<file path="config.mk">
export PLATFORM = sky130hd
export DESIGN_NAME = sqrt_iter_param
export DESIGN_NICKNAME = d
export VERILOG_FILES = /design/src/rtl/sqrt_pkg.sv /design/src/rtl/sqrt_iter_param_step.sv /design/src/rtl/sqrt_iter_param.sv
export SDC_FILE = /design/constraint.sdc
export NUM_CORES = 1
export LEC_CHECK = 0
export BUFFER_PORTS_ARGS = -buffer_cell sky130_fd_sc_hd__buf_4
export CORE_UTILIZATION = 59
export DETAILED_ROUTE_END_ITERATION = 10
export GPL_ROUTABILITY_DRIVEN = 0
export PLACE_DENSITY = 0.81
export SKIP_CTS_REPAIR_TIMING = 1
export SYNTH_ARGS = -nofsm -noshare
export SYNTH_HDL_FRONTEND = slang
export SYNTH_SLANG_ARGS = --single-unit
</file>
<file path="constraint.sdc">
create_clock -name clk -period 3.2 [get_ports clk]
set_input_delay 0.64 -clock clk [delete_from_list [all_inputs] [get_ports clk]]
set_output_delay 0.64 -clock clk [all_outputs]
set_load 0.005 [all_outputs]
</file>
<file path="src/rtl/sqrt_pkg.sv">
// Shared types and constants for the iterative square-root block.
// isqrt_ref is a plain software-style reference usable from benches.
package sqrt_pkg;

    typedef enum logic [1:0] {
        S_IDLE,
        S_CALC,
        S_DONE
    } sqrt_state_t;

    localparam int ROUND_FLOOR   = 0;
    localparam int ROUND_NEAREST = 1;

    function automatic longint unsigned isqrt_ref(input longint unsigned v);
        longint unsigned rem_v;
        longint unsigned root_v;
        longint unsigned trial;
        rem_v  = 64'd0;
        root_v = 64'd0;
        for (int i = 31; i >= 0; i--) begin
            rem_v = (rem_v << 2) | ((v >> (2 * i)) & 64'd3);
            trial = (root_v << 2) | 64'd1;
            if (rem_v >= trial) begin
                rem_v  = rem_v - trial;
                root_v = (root_v << 1) | 64'd1;
            end else begin
                root_v = root_v << 1;
            end
        end
        return root_v;
    endfunction

endpackage

</file>
<file path="src/rtl/sqrt_iter_param_step.sv">
// One digit of the restoring square root: bring down two operand bits,
// try subtracting (root<<2)|1, and append the resulting root bit.
module sqrt_step
    import sqrt_pkg::*;
#(
    parameter int WIDTH = 16
) (
    input  logic [WIDTH/2+1:0] acc,
    input  logic [WIDTH/2-1:0] root,
    input  logic [1:0]         bits,
    output logic [WIDTH/2+1:0] acc_nxt,
    output logic [WIDTH/2-1:0] root_nxt
);

    localparam int HALF  = WIDTH / 2;
    localparam int ACC_W = HALF + 2;

    logic [ACC_W-1:0] acc_sh;
    logic [ACC_W-1:0] trial;
    logic             take;

    // The shifted-out top bits of acc are always zero because rem <= 2*root.
    always_comb begin
        acc_sh   = (acc << 2) | ACC_W'(bits);
        trial    = {root, 2'b01};
        take     = (acc_sh >= trial);
        acc_nxt  = take ? (acc_sh - trial) : acc_sh;
        root_nxt = (root << 1) | HALF'(take);
    end

endmodule

</file>
<file path="src/rtl/sqrt_iter_param.sv">
// Iterative integer square root, one root bit per clock, with optional
// round-to-nearest output and a floor-relative remainder.
module sqrt_iter_param
    import sqrt_pkg::*;
#(
    parameter int WIDTH      = 16,
    parameter int ROUND_MODE = ROUND_FLOOR
) (
    input  logic               clk,
    input  logic               rst,
    input  logic               in_valid,
    output logic               in_ready,
    input  logic [WIDTH-1:0]   val,
    output logic               out_valid,
    input  logic               out_ready,
    output logic [WIDTH/2-1:0] out,
    output logic [WIDTH/2:0]   rem,
    output logic               eop
);

    localparam int HALF  = WIDTH / 2;
    localparam int ACC_W = HALF + 2;
    localparam int REM_W = HALF + 1;
    localparam int CNT_W = $clog2(HALF);

    if ((WIDTH % 2) != 0 || WIDTH < 4 || WIDTH > 64) begin : g_bad_width
        $error("sqrt_iter_param: WIDTH must be even and in 4..64");
    end
    if (ROUND_MODE != ROUND_FLOOR && ROUND_MODE != ROUND_NEAREST) begin : g_bad_round
        $error("sqrt_iter_param: ROUND_MODE must be 0 or 1");
    end

    sqrt_state_t      state;
    logic [CNT_W-1:0] cnt;
    logic             eop_q;

    logic [WIDTH-1:0] opnd_p0;
    logic [ACC_W-1:0] acc_p0;
    logic [HALF-1:0]  root_p0;
    logic [ACC_W-1:0] acc_nxt;
    logic [HALF-1:0]  root_nxt;
    logic [REM_W-1:0] rem_p0;

    // Round up only when the remainder says we are past the midpoint, and
    // never past the largest representable root.
    function automatic logic [HALF-1:0] round_root(input logic [HALF-1:0] r,
                                                   input logic [REM_W-1:0] rm);
        if (ROUND_MODE == ROUND_NEAREST && rm > {1'b0, r} && r != '1)
            return r + 1'b1;
        return r;
    endfunction

    assign in_ready  = (state == S_IDLE) && !rst;
    assign out_valid = (state == S_DONE);
    assign eop       = eop_q;
    assign rem_p0    = REM_W'(acc_p0);
    assign out       = out_valid ? round_root(root_p0, rem_p0) : '0;
    assign rem       = out_valid ? rem_p0 : '0;

    sqrt_step #(
        .WIDTH(WIDTH)
    ) u_step (
        .acc     (acc_p0),
        .root    (root_p0),
        .bits    (opnd_p0[WIDTH-1 -: 2]),
        .acc_nxt (acc_nxt),
        .root_nxt(root_nxt)
    );

    always_ff @(posedge clk) begin
        if (rst) begin
            state <= S_IDLE;
            cnt   <= '0;
            eop_q <= 1'b0;
        end else begin
            eop_q <= (state == S_CALC) && (cnt == '0);
            unique case (state)
                S_IDLE: begin
                    if (in_valid) begin
                        state <= S_CALC;
                        cnt   <= CNT_W'(HALF - 1);
                    end
                end
                S_CALC: begin
                    cnt <= cnt - 1'b1;
                    if (cnt == '0)
                        state <= S_DONE;
                end
                S_DONE: begin
                    if (out_ready)
                        state <= S_IDLE;
                end
                default: state <= S_IDLE;
            endcase
        end
    end

    // p0: operand shift register and partial remainder/root
    always_ff @(posedge clk) begin
        if (in_valid && in_ready) begin
            opnd_p0 <= val;
            acc_p0  <= '0;
            root_p0 <= '0;
        end else if (state == S_CALC) begin
            opnd_p0 <= opnd_p0 << 2;
            acc_p0  <= acc_nxt;
            root_p0 <= root_nxt;
        end
    end

endmodule

</file>
## Yosys cells after proc, flatten, opt, wreduce, memory -nomap -nowiden

Cells that the tools add are included.

| cells by class | value |
|---|---|
| add/sub/neg operators | 2 |
| $lt $le $gt $ge | 1 |
| equal/unequal tests | 5 |
| muxes and demuxes | 11 |
| bitwise operators | 2 |
| reductions and logical operators | 10 |

Operators by type and width:

| operator | number |
|---|---|
| 2-to-1 mux 16 bit | 2 |
| 2-to-1 mux 9 bit | 2 |
| greater-or-equal comparator 10 bit | 1 |
| bitwise OR 10 x 2 -> 10 bit | 1 |
| subtractor 9 bit | 1 |
| 2-to-1 mux 8 bit | 1 |
| bitwise OR 8 x 1 -> 8 bit | 1 |
| 2-to-1 mux 2 bit | 3 |
| one-hot mux 2 bit (3 select lines) | 1 |
| one-hot mux 3 bit (2 select lines) | 1 |
| inequality test 2 bit, second input constant | 2 |
| nonzero test 2 bit | 2 |
| logical AND 1 bit | 3 |
| zero test 3 bit | 1 |
| 2-to-1 mux 3 bit | 1 |
| AND reduction 3 bit | 1 |
| subtractor 3 x 1 -> 3 bit, second input constant | 1 |
| == test 2 x 1 -> 1 bit, second input constant | 1 |
| == test 2 bit, second input constant | 1 |
| zero test 2 bit | 1 |
| inequality test 2 x 1 -> 1 bit, second input constant | 1 |
| AND reduction 2 bit | 1 |
| zero test 1 bit | 1 |

| storage, ports and cells | value |
|---|---|
| register bits | 39 |
| input bits | 20 |
| output and inout port bits | 20 |
| logic and storage cells | 37 |

## Longest topological paths before layout

Gate-level depths: netlist (run 1).

| depth | value |
|---|---|
| depth in word-level cells | 4 |
| depth in mapped cells | 8 |
| depth with buffers taken out | 7 |

## Hierarchy

Synthesis (run 1) repeated with hierarchy kept, for this count alone.

| unflattened totals | value |
|---|---|
| cells, all modules | 207 |
| area total of the unflattened synthesis | 2332.2 µm² |

By module, submodules not included:

| module | instances | cells each | area an instance (µm²) |
|---|---|---|---|
| sqrt_iter_param | 1 | 123 | 1664.1 |
| sqrt_step | 1 | 84 | 668.1 |

## Worst setup path before layout (run 1)

Ideal clock, no wire load.

| path | value |
|---|---|
| kind | input port to flip-flop |
| from | input port rst |
| to | register opnd_p0[0] (enable) |
| setup time | 372 ps |
| arrival time | 1520 ps |
| slack | 1309 ps |
| stages | 4 |
| path through | nor3_2 nand2_1 buf_4 nand2_1 |

| between the ends | value |
|---|---|
| longest elaborated chain between the ends | 4 |

Ends and longest elaborated chain:

| what | line | text |
|---|---|---|
| from (decl) | sqrt_iter_param.sv:10 | `input logic rst,` |
| zero test 1 bit | sqrt_iter_param.sv:53 | `assign in_ready = (state == S_IDLE) && !rst;` |
| logical AND 1 bit | sqrt_iter_param.sv:53 |  |
| logical AND 1 bit | sqrt_iter_param.sv:100 | `if (in_valid && in_ready) begin` |
| nonzero test 2 bit (no line) | -- |  |
| to (signal assigned) | sqrt_iter_param.sv:101 | `opnd_p0 <= val;` |
| to (signal assigned) | sqrt_iter_param.sv:105 | `opnd_p0 <= opnd_p0 << 2;` |
| to (decl) | sqrt_iter_param.sv:37 | `logic [WIDTH-1:0] opnd_p0;` |

Every way passes these cells.
A chain may end at the register's enable or synchronous reset.

## Final worst setup path (run 1)

| path | value |
|---|---|
| from | register opnd_p0[14] |
| to | register acc_p0[1] |

| between the ends | value |
|---|---|
| longest elaborated chain between the ends | 3 |
| elaborated cells between the ends (all ways) | 4 |

Ends and longest elaborated chain:

| what | line | text |
|---|---|---|
| bitwise OR 10 x 2 -> 10 bit * | sqrt_iter_param_step.sv:24 | `acc_sh = (acc << 2) \| ACC_W'(bits);` |
| subtractor 9 bit / greater-or-equal comparator 10 bit (equally long branches) | sqrt_iter_param_step.sv:27, sqrt_iter_param_step.sv:26 |  |
| 2-to-1 mux 9 bit * | sqrt_iter_param_step.sv:27 | `acc_nxt = take ? (acc_sh - trial) : acc_sh;` |
| to (signal assigned) | sqrt_iter_param.sv:106 | `acc_p0 <= acc_nxt;` |
| to (decl) | sqrt_iter_param.sv:38 | `logic [ACC_W-1:0] acc_p0;` |

Mark *: on every way between the ends. The rest lies on a longest branch, timed or not.

==> results_dict.tcl, run 1 <==
set metrics [dict create \
    status "completed" \
    ir_drop_mv 0.528 \
    synth_edf_count 16 \
    finalCriticalPeriod_ps 2380 \
    synth.area.mux_share_pct 9.68 \
    synthAdderAreaFrac_pct 6.95 \
    finalSetupViolCount 0 \
    die_y_um 62.5 \
    io_buffers 39 \
    critical_path_class "reg -> reg" \
    slew_headroom_pct 51.8 \
    p_leak_nw 1.10 \
    fin_crit_sh_pct 74.4 \
    synth_xor_area_share_pct 1.62 \
    tritoncts "done" \
    cp_data_required_time_ps 3490 \
    synth_top_area_share_pct 22.2 \
    cts_buffer_depth 2 \
    wirelength_um 4030 \
    crit_chain "inv_1, ha_1, nor3b_1, o211ai_2, a21oi_2, mux2_2, o21ai_1" \
    grt_max_degree 35 \
    synth_simple_gate_area_share_pct 20.3 \
    hold_viol 0 \
    syn_inst 221 \
    overflow 0 \
    worstPathArrival_ps 2680 \
    finClkSkew_ps 11.0 \
    grt_pass1_wl_um 7020 \
    finalInstanceArea_mm2 0.00258 \
    cts_root_buffer "clkbuf_4" \
    cts_max_level 2 \
    final_cells 308 \
    syn_area_per_cell_um2 9.77 \
    place_area_mm2 0.00248 \
    die_w_um 62.5 \
    worst_setup_path_end_kind "flop" \
    startpoint_type "flop" \
    rows 21 \
    clock-sinks 39 \
    rsz0062_at_grt "false" \
    maxCapViolations 0 \
    ys_warn_count 0 \
    dp.final_hpwl_um 3010 \
    syn-num-nets 253 \
    powerDensity_mw_per_mm2 834 \
    fmax_mhz 420 \
    clock_latency_ps 350 \
    cp_num_buf_inv 1 \
    drc 0 \
    cp_max_fo 14 \
    vias_per_cell 5.40 \
    power_mw 2.16 \
    vias 1663 \
    wire_per_inst_um 13.1 \
    yosys_register_bits 39 \
    netlist_top_cells_area "edfxtp_1 (22%), dfxtp_1 (21%), ha_1 (7.0%)" \
    synth_ff_type "dfxtp_1" \
    antenna_found_initial 0 \
    final_max_slew_viol_count 0 \
    areaGrowthSynthToFinish_pct 19.7 \
    hold_depth 2 \
    layout_commonest_cell "buf_4" \
    drtIter0Drc 138 \
    clk_pin_slew_ps 120 \
    whs_ps 489 \
    antenna_cells 0 \
    utilization_pct 75.7 \
    hold_path_class "reg -> reg" \
    worst-r2r-cell-count 7 \
    synth_compound_area_share_pct 12.8 \
    numCtsBuffers 5 \
    synth.yosys.seq_area_share_pct 43.6 \
    nets 293 \
    crit_cells 7 \
    grt_usage_pct 23.2 \
    synth_largest_area_cell "edfxtp_1" \
    reg2reg_slack_ps 820 \
    ant_nets 0 \
    synth_top_family_by_area "simple AND/OR/NAND/NOR gates" \
    place_inst 300 \
    fp.coreArea_mm2 0.00342 \
    tightest_slew_ps 723 \
    setup_slack_ps 818 \
    floorplan.initialDensity_pct 63.2 \
    pin_count 40 \
    syn_area_mm2 0.00216 \
    async_reset_ff_share_pct 0 \
    critPathMaxStageDelay_ps 580 \
    dieArea_mm2 0.00391 \
    dpl_worst_slack_ps 779 \
    final_cell_mix "buf_4 (42), dfxtp_1 (23), nand3_1 (19)" \
    grt_pass1_vias 1627 \
    cp_top_family "compound AO/OA/AOI/OAI gates" \
    firstDrtPassIters 4 \
    synth.distinct_cells 44 \
    tns_ps 0 \
    critPathSlowestCell "a21oi_2" \
    drive_above_1_share_pct 26.3 \
]
## cells in the mapped netlist (3+ instances only)
master and instances:
mux2_2 12, and3_1 3, o21ai_1 8, nor3_1 3, buf_2 3, a21oi_2 3, mux2_1 3, inv_1 16
nand2b_1 4, dfxtp_1 23, nor2_1 14, and2_1 17, xor2_1 3, a21oi_1 6, nand3_1 19, ha_1 12
nor2b_1 3, clkbuf_1 4, mux2i_1 4, o21ai_0 14, edfxtp_1 16, nand2_1 3
## layout make-up
class	count	area [µm²]
sequential	39	941
multi-input combinational	157	1110
clock buffer	6	41.3
fill	272	831
clock inverter	2	60.1
tap	46	57.6
inverter	16	60.1
timing repair buffer	42	315
## cells by family after synthesis
group	after synthesis
and+or+nand+nor	78
AOI/OAI and AO/OA	44
DFF	39
buffers and inverters	25
muxes	19
adders and majority gates	12
xor gates and xnor gates	4
## state kept, by name, indices dropped and copies added, names as in the netlist
signal,count
root_p0,8
cnt,3
eop,1
acc_p0,9
state,2
opnd_p0,16
## layer usage
metal / share of wire [%] / vias up / track usage [%]
li1: - / 866 / -
met1: 43 / 766 / 26.7
met2: 52 / 24 / 41.4
met3: 2.8 / 7 / 4.93
met4: 1.6 / 0 / 9.01
met5: 0 / - / 0
## worst min-delay path: stages, from the launching register on
cell and delay, ps:
dfxtp_1 340, nand3_1 60, o31ai_1 60
## worst paths after layout
kind / start / to
setup / recovery: opnd_p0[14] / acc_p0[1]
hold / removal: acc_p0[8] / acc_p0[8]
setup reg to reg: opnd_p0[14] / acc_p0[1]
hold reg to reg: acc_p0[8] / acc_p0[8]
## power breakdown
part           internal [mW]  switching [mW]
sequential             0.644          0.0733
combinational          0.454           0.576
clock                  0.244           0.164
(Power assumes the default switching activity.)
==> run 2, diff against run 1 <==
CORE_UTILIZATION = 50   (was 59)
PLACE_DENSITY = 0.73   (was 0.81)
clock period = 2.15 ns   (was 3.2 ns; I/O delays follow)
==> results_dict.tcl, run 2 (synthesis gave the netlist of run 1 again) <==
set metrics [dict create \
    status "completed" \
    fin_crit_sh_pct 94.7 \
    utilization_pct 65.0 \
    grt_max_degree 33 \
    powerDensity_mw_per_mm2 1260 \
    worst_setup_path_end_kind "flop" \
    drive_above_1_share_pct 28.3 \
    crit_chain "inv_1, ha_1, a21oi_1, o21ai_1, a21oi_4, buf_4, or4_1, nand3_1" \
    clockPowerShare_pct 18.1 \
    switching_share_pct 37.7 \
    layout_commonest_cell "buf_4" \
    antenna_found_initial 0 \
    finalCriticalPeriod_ps 2040 \
    p_int_mw 2.09 \
    io_buffers 39 \
    final_max_slew_viol_count 0 \
    rows 23 \
    tritoncts "done" \
    hold_viol 0 \
    vias 1707 \
    pin_count 40 \
    ant_nets 0 \
    pwr-share-comb_pct 50.0 \
    grt_pass1_vias 1565 \
    final_cell_mix "buf_4 (49), dfxtp_1 (23), nand3_1 (19)" \
    drtIter0Drc 36 \
    dieArea_mm2 0.00459 \
    seqPwrFrac_pct 31.9 \
    slew_headroom_pct 74.4 \
    finalSetupViolCount 0 \
    p_sw_mw 1.26 \
    wirelength_um 4180 \
    grt_pass1_wl_um 6660 \
    critPathMaxStageDelay_ps 500 \
    fmax_mhz 491 \
    cp_max_fo 7 \
    overflow 0 \
    critPathSlowestCell "or4_1" \
    whs_ps 347 \
    cts_max_level 2 \
    cp_data_required_time_ps 2390 \
    wire_per_inst_um 13.1 \
    worstPathArrival_ps 2270 \
    numCtsBuffers 5 \
    rsz0062_at_grt "false" \
    grt_usage_pct 19.7 \
    hold_path_class "in -> reg" \
    drc 0 \
    regMostFlops "opnd_p0" \
    finClkSkew_ps 6.49 \
    ir_drop_mv 0.586 \
    die_y_um 67.7 \
    clock-sinks 39 \
    clk_pin_slew_ps 80 \
    areaGrowthSynthToFinish_pct 23.0 \
    hold_depth 2 \
    biggestRegsByFlops "opnd_p0 (16), acc_p0 (9), root_p0 (8)" \
    die_w_um 67.7 \
    antenna_cells 0 \
    fp.coreArea_mm2 0.00409 \
    power_mw 3.34 \
    clock_latency_ps 300 \
    maxCapViolations 0 \
    worst-r2r-cell-count 8 \
    floorplan.initialDensity_pct 52.8 \
    vias_per_cell 5.35 \
    critical_path_class "reg -> reg" \
    tns_ps 0 \
    firstDrtPassIters 4 \
    nets 300 \
    largest_reg_flops 16 \
    p_leak_nw 1.14 \
    tightest_slew_ps 375 \
    dp.final_hpwl_um 3090 \
    cts_buffer_depth 2 \
    cts_root_buffer "clkbuf_8" \
    startpoint_type "flop" \
]
[run 2: cell count changes in the layout (fill, tap and decap cells not counted), sizes merged]
cell / previous run / this run
clkbuf: 6 / 5
clkinv: 0 / 2
buf: 42 / 49
bufinv: 2 / 1
[run 2: layer usage]
layer	GRT usage (%)	vias to the layer above	routed length, µm
met2	33.7	35	2060
met4	8.51	0	76
li1	-	878	-
met3	5.24	7	156
met1	22.8	787	1890
met5	0	-	0
[run 2: layout make-up]
| type | instances | area (µm²) |
|---|---|---|
| clock buffer | 5 | 68.8 |
| multi-input combinational | 157 | 1120 |
| clock inverter | 3 | 38.8 |
| tap | 50 | 62.6 |
| fill | 363 | 1430 |
| sequential | 39 | 941 |
| timing repair buffer | 49 | 368 |
| inverter | 16 | 60.1 |
[run 2: worst paths after layout]
check,startpoint,to,slack [ps]
max,root_p0[5],acc_p0[6],110
max reg2reg,root_p0[5],acc_p0[6],110
min reg2reg,acc_p0[8],acc_p0[8],470
min,rst,cnt[0],350
[run 2: critical path: cells and delay by family, from the launching register on]
kind	cells	cell delay, ps
and+or+nand+nor	2	590
adders and majority gates	1	380
buffers and inverters	2	220
DFF	1	360
AOI/OAI and AO/OA	3	440
[run 2: power groups by stage]
stage	Clock (mW)	Combinational, mW	Sequential [mW]
after floorplan	0	1.29	1.05
after global placement	0	1.62	1.08
after detailed placement	0	1.64	1.08
after CTS	0.618	1.65	1.07
after global routing	0.638	1.86	1.09
final	0.604	1.67	1.07
[run 2: through the flow]
step / cell area, µm² / std cells / setup slack (ps)
after floorplan: 2160 / 221 / 364
after global placement: 2540 / 311 / 190
after detailed placement: 2540 / 311 / 143
after CTS: 2650 / 319 / 123
after global routing: 2660 / 319 / 9.48
final: 2660 / 319 / 113
==> run 3, diff against run 2 <==
BUFFER_PORTS_ARGS = -buffer_cell sky130_fd_sc_hd__buf_2   (was -buffer_cell sky130_fd_sc_hd__buf_4)
==> results_dict.tcl, run 3 (synthesis gave the netlist of run 1 again) <==
set metrics [dict create \
    clock-sinks 39 \
    ir_drop_mv 0.609 \
    regMostFlops "opnd_p0" \
    powerDensity_mw_per_mm2 1260 \
    vias_per_cell 5.41 \
    io_buffers 39 \
    overflow 0 \
    tightest_slew_ps 391 \
    crit_chain "inv_1, ha_1, o21ai_1, a21oi_2, a21oi_2, buf_4, or4_1, nand3_1" \
    tns_ps 0 \
    firstDrtPassIters 4 \
    antenna_found_initial 0 \
    p_sw_mw 1.26 \
    antenna_cells 0 \
    ant_nets 0 \
    finalSetupViolCount 0 \
    whs_ps 415 \
    grt_usage_pct 21.7 \
    pwr-share-comb_pct 51.9 \
    hold_viol 0 \
    numCtsBuffers 5 \
    vias 1726 \
    critPathMaxStageDelay_ps 500 \
    cp_max_fo 9 \
    clockPowerShare_pct 14.6 \
    pin_count 40 \
    slew_headroom_pct 73.3 \
    cts_root_buffer "clkbuf_8" \
    rsz0062_at_grt "false" \
    grt_pass1_vias 1620 \
    hold_path_class "in -> reg" \
    critPathSlowestCell "or4_1" \
    layout_commonest_cell "buf_2" \
    seqPwrFrac_pct 33.5 \
    drive_above_1_share_pct 28.3 \
    cts_max_level 2 \
    critical_path_class "reg -> reg" \
    power_mw 3.19 \
    maxCapViolations 0 \
    areaGrowthSynthToFinish_pct 17.5 \
    p_int_mw 1.93 \
    cp_data_required_time_ps 2380 \
    finClkSkew_ps 7.99 \
    path_common_cell "a21oi_2" \
    p_leak_nw 1.11 \
    reg2reg_slack_ps 110 \
    largest_reg_flops 16 \
    floorplan.initialDensity_pct 52.8 \
    clock_latency_ps 290 \
    rows 23 \
    switching_share_pct 39.4 \
    drc 0 \
    grt_max_degree 20 \
    final_max_slew_viol_count 0 \
    grt_pass1_wl_um 7210 \
    die_y_um 67.7 \
    worstPathArrival_ps 2260 \
    status "completed" \
    cts_buffer_depth 2 \
    fin_crit_sh_pct 94.7 \
    fp.coreArea_mm2 0.00409 \
    finalCriticalPeriod_ps 2040 \
    wire_per_inst_um 13.5 \
    final_cell_mix "buf_2 (39), dfxtp_1 (23), nand3_1 (19)" \
    tritoncts "done" \
    cp_top_family "simple AND/OR/NAND/NOR gates" \
    startpoint_type "flop" \
    dp.final_hpwl_um 3230 \
    die_w_um 67.7 \
    drtIter0Drc 60 \
    biggestRegsByFlops "opnd_p0 (16), acc_p0 (9), root_p0 (8)" \
    cp_num_buf_inv 2 \
    wirelength_um 4300 \
    clk_pin_slew_ps 70 \
    nets 300 \
    dieArea_mm2 0.00459 \
    fmax_mhz 491 \
    worst_setup_path_end_kind "flop" \
]
## run 3: metrics by stage
| stage | cell area, µm² | util, % | worst slack, ps | instances |
|---|---|---|---|---|
| finish | 2540 | 62.1 | 115 | 319 |
| global route | 2540 | 62.1 | 5.81 | 319 |
| CTS | 2520 | 61.8 | 157 | 319 |
| detailed placement | 2440 | 59.8 | 178 | 311 |
| global placement | 2440 | 59.8 | 234 | 311 |
| floorplan | 2160 | - | 364 | 221 |
## run 3: area by class of cell
type | count | area (µm²)
clock buffers | 7 | 76.3
clock inverters | 1 | 5.00
fillers | 384 | 1550
inverters | 16 | 60.1
multi-input cells | 157 | 1120
flip-flops and latches | 39 | 941
well taps | 50 | 62.6
repair buffers | 49 | 270
## run 3: path summary, 6_finish.rpt
check                           cells past startpoint  startpoint   endpoint
worst max-delay path                                8  root_p0[3]  acc_p0[6]
worst min-delay path                                2         rst     cnt[0]
worst max register to register                      8  root_p0[3]  acc_p0[6]
worst min register to register                      2   acc_p0[8]  acc_p0[8]
## run 3: power groups by stage
stage	clock [mW]	sequential [mW]	combinational, mW
2_1_floorplan	0	1.05	1.29
3_3_place_gp	0	1.08	1.57
3_5_place_dp	0	1.09	1.62
4_1_cts	0.479	1.07	1.63
5_1_grt	0.512	1.09	1.84
6_report	0.466	1.07	1.65
## run 3: per-layer routing
metal  wire length [µm]  vias to the layer above  GRT usage (%)
li1                   -                      883              -
met1               1900                      802           25.8
met2               2150                       36           36.5
met3                198                        5           6.42
met4                 55                        0           7.98
met5                  0                        -              0
